File: src/rtl/bcd_conv_arbiter_if.sv
`default_nettype none
// ============================================================================
//  Module   : bcd_conv_arbiter_if
//  Purpose  : Request/grant/result bundle between the two requesters (score
//             and countdown timer) and the shared binary-to-BCD engine.
//  Signals  : req0/bin0, req1/bin1  - requests and operands (master drives)
//             gnt0/gnt1             - one-cycle operand-capture pulses
//             busy                  - conversion in progress
//             done/done_id/bcd_out  - result pulse, owner and packed BCD
//  Modports : master (requesters), slave (conversion engine)
//  Revision : 1.0 - initial release
// ============================================================================
interface bcd_conv_arbiter_if #(
   parameter int BIN_W  = 8,
   parameter int DIGITS = 3
);
   logic                  req0;
   logic [BIN_W-1:0]      bin0;
   logic                  req1;
   logic [BIN_W-1:0]      bin1;
   logic                  gnt0;
   logic                  gnt1;
   logic                  busy;
   logic                  done;
   logic                  done_id;
   logic [4*DIGITS-1:0]   bcd_out;

   modport master (
      output req0, bin0, req1, bin1,
      input  gnt0, gnt1, busy, done, done_id, bcd_out
   );

   modport slave (
      input  req0, bin0, req1, bin1,
      output gnt0, gnt1, busy, done, done_id, bcd_out
   );
endinterface
`default_nettype wire

File: src/rtl/bcd_conv_arbiter.sv
`default_nettype none
// ============================================================================
//  Module   : bcd_conv_arbiter
//  Purpose  : Iterative double-dabble binary-to-BCD converter shared by two
//             requesters through a round-robin arbiter. One shift/add-3 step
//             per clock; BIN_W steps per conversion.
//  Ports    : clk      - system clock (rising edge)
//             rst      - synchronous active-high reset
//             conv_if  - slave side of bcd_conv_arbiter_if (requests,
//                        operands, grants, busy, done/done_id, bcd_out)
//  Revision : 1.0 - initial release
// ============================================================================
module bcd_conv_arbiter #(
   parameter int BIN_W  = 8,
   parameter int DIGITS = 3
) (
   input  logic                   clk,
   input  logic                   rst,
   bcd_conv_arbiter_if.slave      conv_if
);

   localparam int ACC_W = 4 * DIGITS;
   localparam int CNT_W = $clog2(BIN_W + 1);

   localparam logic [0:0] S_IDLE = 1'b0;
   localparam logic [0:0] S_CONV = 1'b1;

   localparam logic [CNT_W-1:0] C_LAST = CNT_W'(BIN_W - 1);
   localparam logic [CNT_W-1:0] C_ONE  = CNT_W'(1);

   logic [0:0]        state_q,   state_d;
   logic [BIN_W-1:0]  op_q,      op_d;
   logic [ACC_W-1:0]  acc_q,     acc_d;
   logic [CNT_W-1:0]  cnt_q,     cnt_d;
   logic              winner_q,  winner_d;
   // Requester that wins a simultaneous request (the one not served last).
   logic              prio_q,    prio_d;
   logic              gnt0_q,    gnt0_d;
   logic              gnt1_q,    gnt1_d;
   logic              busy_q,    busy_d;
   logic              done_q,    done_d;
   logic              done_id_q, done_id_d;
   logic [ACC_W-1:0]  bcd_q,     bcd_d;

   logic              w_win;
   logic [ACC_W-1:0]  w_acc_adj;
   logic [ACC_W-1:0]  w_acc_shift;

   // Single request wins outright; a tie goes to the favoured requester.
   assign w_win = (conv_if.req0 && conv_if.req1) ? prio_q : conv_if.req1;

   // Per-nibble add-3 correction; 4-bit adders, no inter-nibble carry.
   for (genvar i = 0; i < DIGITS; i++) begin : g_nib
      assign w_acc_adj[4*i +: 4] = (acc_q[4*i +: 4] > 4'd4) ?
                                   (acc_q[4*i +: 4] + 4'd3) :
                                    acc_q[4*i +: 4];
   end

   // Shift {accumulator, operand} left: operand MSB enters accumulator LSB.
   assign w_acc_shift = {w_acc_adj[ACC_W-2:0], op_q[BIN_W-1]};

   always_comb begin
      state_d   = state_q;
      op_d      = op_q;
      acc_d     = acc_q;
      cnt_d     = cnt_q;
      winner_d  = winner_q;
      prio_d    = prio_q;
      gnt0_d    = 1'b0;
      gnt1_d    = 1'b0;
      busy_d    = busy_q;
      done_d    = 1'b0;
      done_id_d = done_id_q;
      bcd_d     = bcd_q;

      case (state_q)
         S_IDLE: begin
            if (conv_if.req0 || conv_if.req1) begin
               winner_d = w_win;
               op_d     = w_win ? conv_if.bin1 : conv_if.bin0;
               acc_d    = '0;
               cnt_d    = '0;
               gnt0_d   = ~w_win;
               gnt1_d   = w_win;
               busy_d   = 1'b1;
               state_d  = S_CONV;
            end
         end
         S_CONV: begin
            acc_d = w_acc_shift;
            op_d  = {op_q[BIN_W-2:0], 1'b0};
            cnt_d = cnt_q + C_ONE;
            if (cnt_q == C_LAST) begin
               // Last iteration: publish the just-computed accumulator.
               bcd_d     = w_acc_shift;
               done_d    = 1'b1;
               done_id_d = winner_q;
               prio_d    = ~winner_q;
               busy_d    = 1'b0;
               state_d   = S_IDLE;
            end
         end
         default: begin
            state_d = S_IDLE;
         end
      endcase
   end

   always_ff @(posedge clk) begin
      if (rst) begin
         state_q   <= S_IDLE;
         op_q      <= '0;
         acc_q     <= '0;
         cnt_q     <= '0;
         winner_q  <= 1'b0;
         prio_q    <= 1'b0;
         gnt0_q    <= 1'b0;
         gnt1_q    <= 1'b0;
         busy_q    <= 1'b0;
         done_q    <= 1'b0;
         done_id_q <= 1'b0;
         bcd_q     <= '0;
      end else begin
         state_q   <= state_d;
         op_q      <= op_d;
         acc_q     <= acc_d;
         cnt_q     <= cnt_d;
         winner_q  <= winner_d;
         prio_q    <= prio_d;
         gnt0_q    <= gnt0_d;
         gnt1_q    <= gnt1_d;
         busy_q    <= busy_d;
         done_q    <= done_d;
         done_id_q <= done_id_d;
         bcd_q     <= bcd_d;
      end
   end

   assign conv_if.gnt0    = gnt0_q;
   assign conv_if.gnt1    = gnt1_q;
   assign conv_if.busy    = busy_q;
   assign conv_if.done    = done_q;
   assign conv_if.done_id = done_id_q;
   assign conv_if.bcd_out = bcd_q;

endmodule
`default_nettype wire

File: src/flat_wrapper.sv
// flat-port wrapper written by rule: the top's interface ports become plain ports
module bcd_conv_arbiter_flat 
#(
   parameter int BIN_W  = 8,
   parameter int DIGITS = 3
)
  (clk, rst, conv_if_req0, conv_if_bin0, conv_if_req1, conv_if_bin1, conv_if_gnt0, conv_if_gnt1, conv_if_busy, conv_if_done, conv_if_done_id, conv_if_bcd_out);
  bcd_conv_arbiter_if #(.BIN_W(BIN_W), .DIGITS(DIGITS)) conv_if_i ();
  input  logic clk;
  input  logic rst;
  input wire logic [$bits(conv_if_i.req0)-1:0] conv_if_req0;
  input wire logic [$bits(conv_if_i.bin0)-1:0] conv_if_bin0;
  input wire logic [$bits(conv_if_i.req1)-1:0] conv_if_req1;
  input wire logic [$bits(conv_if_i.bin1)-1:0] conv_if_bin1;
  output wire logic [$bits(conv_if_i.gnt0)-1:0] conv_if_gnt0;
  output wire logic [$bits(conv_if_i.gnt1)-1:0] conv_if_gnt1;
  output wire logic [$bits(conv_if_i.busy)-1:0] conv_if_busy;
  output wire logic [$bits(conv_if_i.done)-1:0] conv_if_done;
  output wire logic [$bits(conv_if_i.done_id)-1:0] conv_if_done_id;
  output wire logic [$bits(conv_if_i.bcd_out)-1:0] conv_if_bcd_out;
  assign conv_if_i.req0 = conv_if_req0;
  assign conv_if_i.bin0 = conv_if_bin0;
  assign conv_if_i.req1 = conv_if_req1;
  assign conv_if_i.bin1 = conv_if_bin1;
  assign conv_if_gnt0 = conv_if_i.gnt0;
  assign conv_if_gnt1 = conv_if_i.gnt1;
  assign conv_if_busy = conv_if_i.busy;
  assign conv_if_done = conv_if_i.done;
  assign conv_if_done_id = conv_if_i.done_id;
  assign conv_if_bcd_out = conv_if_i.bcd_out;
  bcd_conv_arbiter #(.BIN_W(BIN_W), .DIGITS(DIGITS)) u_core (.clk(clk), .rst(rst), .conv_if(conv_if_i));
endmodule
File: config.mk
export PLATFORM = sky130hd
export DESIGN_NAME = bcd_conv_arbiter_flat
export DESIGN_NICKNAME = d
export VERILOG_FILES = /design/src/rtl/bcd_conv_arbiter_if.sv /design/src/rtl/bcd_conv_arbiter.sv /design/src/flat_wrapper.sv
export SDC_FILE = /design/constraint.sdc
export NUM_CORES = 1
export LEC_CHECK = 0
export CORE_MARGIN = 2
export CORE_UTILIZATION = 51
export CTS_CLUSTER_DIAMETER = 150
export DETAILED_ROUTE_END_ITERATION = 8
export GPL_TIMING_DRIVEN = 0
export PLACE_DENSITY = 0.76
export SYNTH_ARGS = -nofsm -noshare
export SYNTH_HDL_FRONTEND = slang
export SYNTH_SLANG_ARGS = --single-unit
export TNS_END_PERCENT = 10
File: constraint.sdc
create_clock -name clk -period 1.7 [get_ports clk]
set_input_delay 0.34 -clock clk [delete_from_list [all_inputs] [get_ports clk]]
set_output_delay 0.34 -clock clk [all_outputs]
set_load 0.01 [all_outputs]
## After elaboration in Yosys (flattened, before gate mapping)

Index checks and enable logic that the tools add are counted.

| storage, ports and cells | value |
|---|---|
| logic and storage cells | 51 |
| output and inout bits | 17 |
| register bits after elaboration | 44 |
| input bits | 20 |

| operators by class | value |
|---|---|
| bitwise operators | 4 |
| eq/ne operators | 3 |
| reductions and logical operators | 7 |
| multiplexer cells | 18 |
| magnitude comparators | 3 |
| add/sub/neg operators | 4 |

Operators with widths:

| kind | number |
|---|---|
| case mux 12 bit (2 select lines) | 1 |
| 2-to-1 mux 8 bit | 2 |
| case mux 8 bit (2 select lines) | 1 |
| > comparator 4 x 3 -> 1 bit (second input constant) | 3 |
| 2-to-1 mux 12 bit | 1 |
| 2-to-1 mux 4 bit | 3 |
| adder 4 x 2 -> 4 bit (second input constant) | 2 |
| case mux 4 bit (2 select lines) | 1 |
| 2-to-1 mux 1 bit | 6 |
| AND reduction 2 bit | 3 |
| adder 4 x 1 -> 4 bit (second input constant) | 1 |
| == test 4 x 3 -> 1 bit (second input constant) | 1 |
| NOT 1 bit | 4 |
| case mux 1 bit (2 select lines) | 2 |
| adder 3 x 2 -> 3 bit (second input constant) | 1 |
| 2-to-1 mux 3 bit | 1 |
| OR reduction 3 bit | 1 |
| != test 2 x 1 -> 1 bit (second input constant) | 1 |
| != test 2 bit (second input constant) | 1 |
| OR reduction 2 bit | 1 |
| logical AND 1 bit | 1 |
| logical OR 1 bit | 1 |

## Longest topological paths before layout

Gate-level depths: netlist (run 1).

| logic depth | value |
|---|---|
| word-level depth | 5 |
| gate-level depth with buffers | 6 |
| depth with buffers taken out | 6 |

## Worst setup path after synthesis (run 1)

Ideal clock, no wire load.

| timing | value |
|---|---|
| path type | reg-to-reg |
| start point | register u_core.cnt_q[0] |
| end point | register u_core.bcd_q[11], in the netlist u_core.conv_if.bcd_out[11] |
| cell stages (with the launch flop) | 6 |
| slack | 0.283 ns |
| required time | 1.583 ns |
| library setup time | 0.117 ns |
| buffers on the path | 1 |
| data arrival time | 1.300 ns |
| clock period less this slack | 1.417 ns |
| cells stage by stage | dfxtp_1 > ha_1 > nand4b_2 > and2b_1 > buf_2 > a22o_1 |

| between the ends | value |
|---|---|
| word-level cells in the longest chain between the ends | 2 |

Ends and longest elaborated chain:

| what | RTL line | text |
|---|---|---|
| start: declaration | bcd_conv_arbiter.sv:34 | `logic [CNT_W-1:0] cnt_q, cnt_d;` |
| start signal: assignment | bcd_conv_arbiter.sv:127 | `cnt_q <= cnt_d;` |
| == test 4 x 3 -> 1 bit | bcd_conv_arbiter.sv:93 | `if (cnt_q == C_LAST) begin` |
| AND reduction 2 bit (no line) | n/a |  |
| end signal: assignment | bcd_conv_arbiter.sv:122 | `bcd_q <= '0;` |
| end signal: assignment | bcd_conv_arbiter.sv:135 | `bcd_q <= bcd_d;` |
| end: declaration | bcd_conv_arbiter.sv:43 | `logic [ACC_W-1:0] bcd_q, bcd_d;` |

No other way between the ends.
A chain may end at the register's enable or synchronous reset.

## Worst setup path after layout (run 1)

| timing | value |
|---|---|
| start point | register u_core.cnt_q[0] |
| end point | register u_core.bcd_q[5], in the netlist u_core.conv_if.bcd_out[5] |

Same word-level chain as after synthesis.

==> results of run 1 <==
[through the flow]
| stage | area [sq um] | power, uW | worst slack (ns) |
|---|---|---|---|
| 5_1_grt | 2530 | 2220 | 0.0184 |
| 3_3_place_gp | 2390 | 1300 | -0.235 |
| 4_1_cts | 2510 | 2160 | 0.0437 |
| 6_report | 2530 | 2140 | 0.105 |
| 3_5_place_dp | 2390 | 1300 | -0.230 |
| 2_1_floorplan | 1970 | 1210 | 0.283 |
[metal layers]
layer / up-vias / track usage, % / part of all wire, %
li1: 807 / - / -
met2: 38 / 38.3 / 49
met1: 748 / 25.0 / 46
met5: - / 0 / 0
met4: 0 / 7.65 / 1.3
met3: 7 / 4.09 / 3.4
[worst max-delay path: stages (launching register included)]
cell      delay [ns]
dfxtp_1         0.38
ha_2            0.24
nand4b_4        0.14
and2b_2         0.28
buf_2           0.21
a22o_1          0.25
[state kept, by name, indices dropped and copies added (netlist names)]
register                count
u_core.op_q                 8
u_core.conv_if.bcd_out     12
u_core.prio_q               1
u_core.winner_q             1
u_core.conv_if.done         1
u_core.conv_if.busy         1
u_core.conv_if.gnt0         1
u_core.acc_q               12
u_core.cnt_q                4
u_core.conv_if.done_id      1
u_core.state_q              1
u_core.conv_if.gnt1         1
[final timing paths]
check,end,slack (ns),depth (start not counted)
worst min register to register,u_core.conv_if.bcd_out[4],0.46,2
worst min-delay path,u_core.op_q[0],0.43,3
worst max register to register,u_core.conv_if.bcd_out[5],0.11,5
worst max-delay path,u_core.conv_if.bcd_out[5],0.11,5
[final cells by class]
| type | count | area [sq um] | share of cell area [%] |
|---|---|---|---|
| Buffer | 11 | 80.1 | 3.16 |
| Clock buffer | 7 | 96.3 | 3.80 |
| Clock inverter | 1 | 30.0 | 1.18 |
| Inverter | 11 | 41.3 | 1.63 |
| Multi-Input combinational cell | 133 | 983 | 38.8 |
| Sequential cell | 44 | 881 | 34.7 |
| Tap cell | 48 | 60.1 | 2.37 |
| Timing Repair Buffer | 36 | 363 | 14.3 |
[kinds of logic (layout without fill, tap and decap cells)]
| family | Yosys count | in the layout | synth area share, % |
|---|---|---|---|
| flip-flops | 44 | 44 | 44.8 |
| multiplexers | 13 | 13 | 6.61 |
| AND/OR/NAND/NOR | 56 | 56 | 16.6 |
| adder cells (fa/ha/maj) | 7 | 7 | 4.45 |
| AO/OA/AOI/OAI | 54 | 54 | 20.1 |
| buffers and inverters | 22 | 66 | 6.17 |
| XOR/XNOR | 3 | 3 | 1.34 |
[cell usage after synthesis, drive strengths merged]
library cell   n
dfxtp         44
a22o          19
mux2i         13
o21ai         13
inv           11
a21oi         10
nor2          10
nor3          10
buf            8
nor2b          8
a2111oi        7
and2b          7
ha             7
nand2          7
nand2b         5
clkbuf         3
xnor2          3
a211oi         2
nor4           2
or2            2
and2           1
nand3b         1
nand4          1
nand4b         1
o211ai         1
o21a           1
o221ai         1
or3            1
[power groups by stage]
stage	registers [uW]	logic [uW]	clock network [uW]
after global routing	1080	226	914
after floorplan	1100	118	0
final	1070	204	866
after detailed placement	1100	202	0
after CTS	1070	203	880
after global placement	1100	199	0
==> reports/qor.txt, run 1 <==
status - complete, no violations
DRT Pass-1 Iters - 4
Synth top area share - 44.8%
Starting DRT DRC Count - 86
Max VDD drop - 0.000620 V
Final Skew - 0.00594 ns
grt total ovfl - 0
Die H - 66.1 microns
crit path kind - reg -> reg
initial core utilization - 53.4%
clk sink count - 44
flops & latches, synth - 44
Resized Gates After CTS - 0
commonest cells after routing, fill and taps aside - 44 x dfxtp_1, 35 x clkdlybuf4s50_1, 19 x a22o_1
fillcell total - 308
Port-buffer cells - 36
largest fanout on the critical path - 10
Post-Layout Cell Count - 291
Tot GR Track Use - 21.3%
largest cells by area after synthesis - dfxtp_1 45%, a22o_1 8.5%, mux2i_1 6.6%
Comb pwr share - 9.5%
GPL Wtd Cong - 0.821
fin crit share - 93.8%
CTS H-tree depth - 2
num rows - 22
Syn-to-layout area delta - 28.8%
Hold Buf Count CTS - 0
Synth cell types - 37
Synthesis Warnings - 0
detailed-route wire length per cell - 13.5 microns
post-DP HPWL - 2.90 mm
Seq/Total Area, Yosys - 44.8%
later-pin clock latency in the skew report - 0.30 ns
CTS tree - yes
cells after synthesis - 199
Hold WS - 0.434 ns
fin crit period - 1.59 ns
Pleak - 0.00103 uW
clock root cell - clkbuf_8
Net Sw Power - 459 uW
CP Launch Point - u_core.cnt_q[0]
Syn Area/Cell - 9.89 sq um
vias in the first global route - 1597
CP required - 1.90 ns
Pint - 1690 uW
Slew @ Worst Pin - 0.454 ns
switching fraction of total power - 21.4%
Clk pin slew, worst setup/hold paths - 0.08 ns
fmax - 627 MHz
Final Slew Violations - 0
Final Hold Fails - 0
WP data arrival - 1.79 ns
Cells after DPL - 283
Detail Route Antenna Nets - 0
Layout Utilization - 68.7%
DIE AREA - 4370 sq um
routed wire length - 3.93 mm
Core ar. - 3690 sq um
cell taking the most area after synthesis - dfxtp_1
maxcap violations - 0
Setup TNS - 0 ns
mapped cell area - 1970 sq um
antenna cell count - 0
DRC Markers - 0
count of final setup violators - 0
Critical Path Start Type - flip-flop
hold path start - conv_if_req0
initial antenna violation count - 0
DR vias/cell - 5.50
Setup Buffers After CTS - 0
first-pass GRT wire length - 7.12 mm
Worst slew margin - 69.7%
RSZ-0062 raised after global routing - false
boundary pin count - 37
origin of the critical flop-to-flop path - u_core.cnt_q[0]
vias - 1600
share of cells above drive strength 1 - 10.7%
Max Buffers Root-to-Sink - 2
Setup crit end kind - flip-flop
PwrDens - 846 nW/um^2
largest net degree at the start of global routing - 14
worst min path class - in -> reg
die width - 66.1 microns
final net count - 269
clock power share - 40.4%
sequential share of power - 50.1%
commonest non-fill, non-tap cell in the layout - dfxtp_1
syn nets - 226
total CTS buffers - 5
No activity file was read; power rests on OpenSTA's default activity.
==> run 2: changes to the inputs <==
--- a/config.mk
+++ b/config.mk
@@ -6,11 +6,11 @@
 export NUM_CORES = 1
 export LEC_CHECK = 0
 export CORE_MARGIN = 2
-export CORE_UTILIZATION = 51
+export CORE_UTILIZATION = 46
 export CTS_CLUSTER_DIAMETER = 150
 export DETAILED_ROUTE_END_ITERATION = 8
 export GPL_TIMING_DRIVEN = 0
-export PLACE_DENSITY = 0.76
+export PLACE_DENSITY = 0.73
 export SYNTH_ARGS = -nofsm -noshare
 export SYNTH_HDL_FRONTEND = slang
 export SYNTH_SLANG_ARGS = --single-unit
==> constraint.sdc (replaced) <==
create_clock -name clk -period 1.4 [get_ports clk]
set_input_delay 0.28 -clock clk [delete_from_list [all_inputs] [get_ports clk]]
set_output_delay 0.28 -clock clk [all_outputs]
set_load 0.01 [all_outputs]
==> run 2 against run 1 <==
Effect of this change: global-route usage is 4.6 points lower; cell count is 0.69% higher; via count is 2.4% lower; flip-flop and latch count stayed put; clock skew is 0.00090 ns higher; power is 7.9% higher; clock power is 14% lower; die area is 10% higher; maximum frequency is 18% higher; first-iteration DRC count is 16% lower; critical path type unchanged; largest cell class unchanged; highest routed layer unchanged.
==> reports/qor.txt, run 2 (same netlist as run 1, synthesis figures left out) <==
DR vias/cell - 5.33
later-pin clock latency in the skew report - 0.29 ns
Slew @ Worst Pin - 0.420 ns
Pleak - 0.00111 uW
Core ar. - 4060 sq um
Detail Route Antenna Nets - 0
clk sink count - 44
count of final setup violators - 0
die width - 69.4 microns
detailed-route wire length per cell - 13.4 microns
sequential share of power - 56.4%
num rows - 23
vias - 1561
boundary pin count - 37
status - complete, no violations
initial antenna violation count - 0
Placement Cell Area - 2410 sq um
Final Hold Fails - 0
Tot GR Track Use - 16.7%
Comb pwr share - 11.5%
post-DP HPWL - 2.74 mm
fillcell total - 353
Hold WS - 0.436 ns
Final Skew - 0.00683 ns
routed wire length - 3.92 mm
total CTS buffers - 5
CP required - 1.59 ns
Setup crit end kind - flip-flop
GPL Wtd Cong - 0.776
RSZ-0062 raised after global routing - true
Max VDD drop - 0.000691 V
post-route cell area - 2580 sq um
Port-buffer cells - 36
DRT Pass-1 Iters - 4
Critical Path Start Type - flip-flop
commonest cells after routing, fill and taps aside - 37 x dfxtp_1, 19 x a22o_1, 19 x dlygate4sd2_1
clock root cell - clkbuf_8
Worst slew margin - 72.0%
CTS tree - yes
share of cells above drive strength 1 - 19.3%
Syn-to-layout area delta - 31.0%
CTS H-tree depth - 2
Die H - 69.4 microns
WP data arrival - 1.55 ns
fin crit share - 96.8%
clock power share - 32.1%
maxcap violations - 0
first-pass GRT wire length - 6.65 mm
final net count - 270
Pint - 1760 uW
Final Slew Violations - 0
switching fraction of total power - 23.8%
Clk pin slew, worst setup/hold paths - 0.08 ns
largest net degree at the start of global routing - 13
crit path kind - reg -> reg
DIE AREA - 4820 sq um
largest fanout on the critical path - 5
PwrDens - 898 nW/um^2
fin crit period - 1.35 ns
antenna cell count - 0
total power - 2310 uW
Starting DRT DRC Count - 72
vias in the first global route - 1525
Max Buffers Root-to-Sink - 2
fmax - 738 MHz
DRC Markers - 0
Setup TNS - 0 ns
grt total ovfl - 0
commonest non-fill, non-tap cell in the layout - dfxtp_1
Net Sw Power - 552 uW
initial core utilization - 48.5%
worst min path class - in -> reg
run 2: cell types whose count changed in the layout (fill, tap and decap cells not counted), sizes merged:
cell,before,now
clkinv,0,1
dlymetal6s2s,1,0
bufinv,1,0
dlygate4sd2,0,19
clkdlybuf4s50,35,17
clkbuf,10,9
buf,8,9
run 2: timing repair:
action	CTS	global route
hold buffers	0	0
endpoints found under the setup margin	50	34
gates resized for setup	32	23
pin swaps	5	10
setup buffers	1	0
run 2: per-layer routing:
metal / wire (microns) / GRT usage [%]
met5: 0 / 0
met4: 38 / 5.01
met3: 152 / 3.92
met2: 1830 / 28.8
met1: 1890 / 20.5
run 2: critical path, cell delays in order, from the launching register on:
cell,delay (ns)
dfxtp_4,0.37
ha_4,0.15
nand4b_4,0.13
and2b_2,0.24
buf_4,0.15
a22o_1,0.22
run 2: area by class of cell:
| cell class | count | area (sq um) | area share, % |
|---|---|---|---|
| clock buffer | 6 | 72.6 | 2.82 |
| sequential | 44 | 895 | 34.7 |
| multi-input combinational | 133 | 1060 | 41.2 |
| buffer | 11 | 95.1 | 3.69 |
| tap | 50 | 62.6 | 2.43 |
| clock inverter | 1 | 5.00 | 0.194 |
| timing repair buffer | 37 | 344 | 13.3 |
| inverter | 11 | 41.3 | 1.60 |
run 2: worst paths after layout:
| kind | start | to | slack, ns | cells past startpoint |
|---|---|---|---|---|
| worst max-delay path | u_core.cnt_q[0] | u_core.conv_if.bcd_out[10] | 0.05 | 5 |
| worst min-delay path | conv_if_req1 | u_core.op_q[0] | 0.44 | 3 |
| worst max register to register | u_core.cnt_q[0] | u_core.conv_if.bcd_out[10] | 0.05 | 5 |
| worst min register to register | u_core.conv_if.bcd_out[4] | u_core.conv_if.bcd_out[4] | 0.45 | 2 |
run 2: per-stage QoR:
stage | setup slack, ns | instances | util, %
2_1_floorplan | 0.00800 | 199 | -
3_3_place_gp | -0.438 | 285 | 59.3
3_5_place_dp | -0.479 | 285 | 59.3
4_1_cts | 0.000348 | 293 | 61.9
5_1_grt | -0.0223 | 293 | 63.5
6_report | 0.0453 | 293 | 63.5
run 2: power groups by stage:
stage,combinational (uW),sequential (uW),clock [uW]
4_1_cts,255,1310,761
3_3_place_gp,244,1330,0
3_5_place_dp,248,1330,0
2_1_floorplan,145,1330,0
5_1_grt,289,1310,804
6_report,266,1310,744
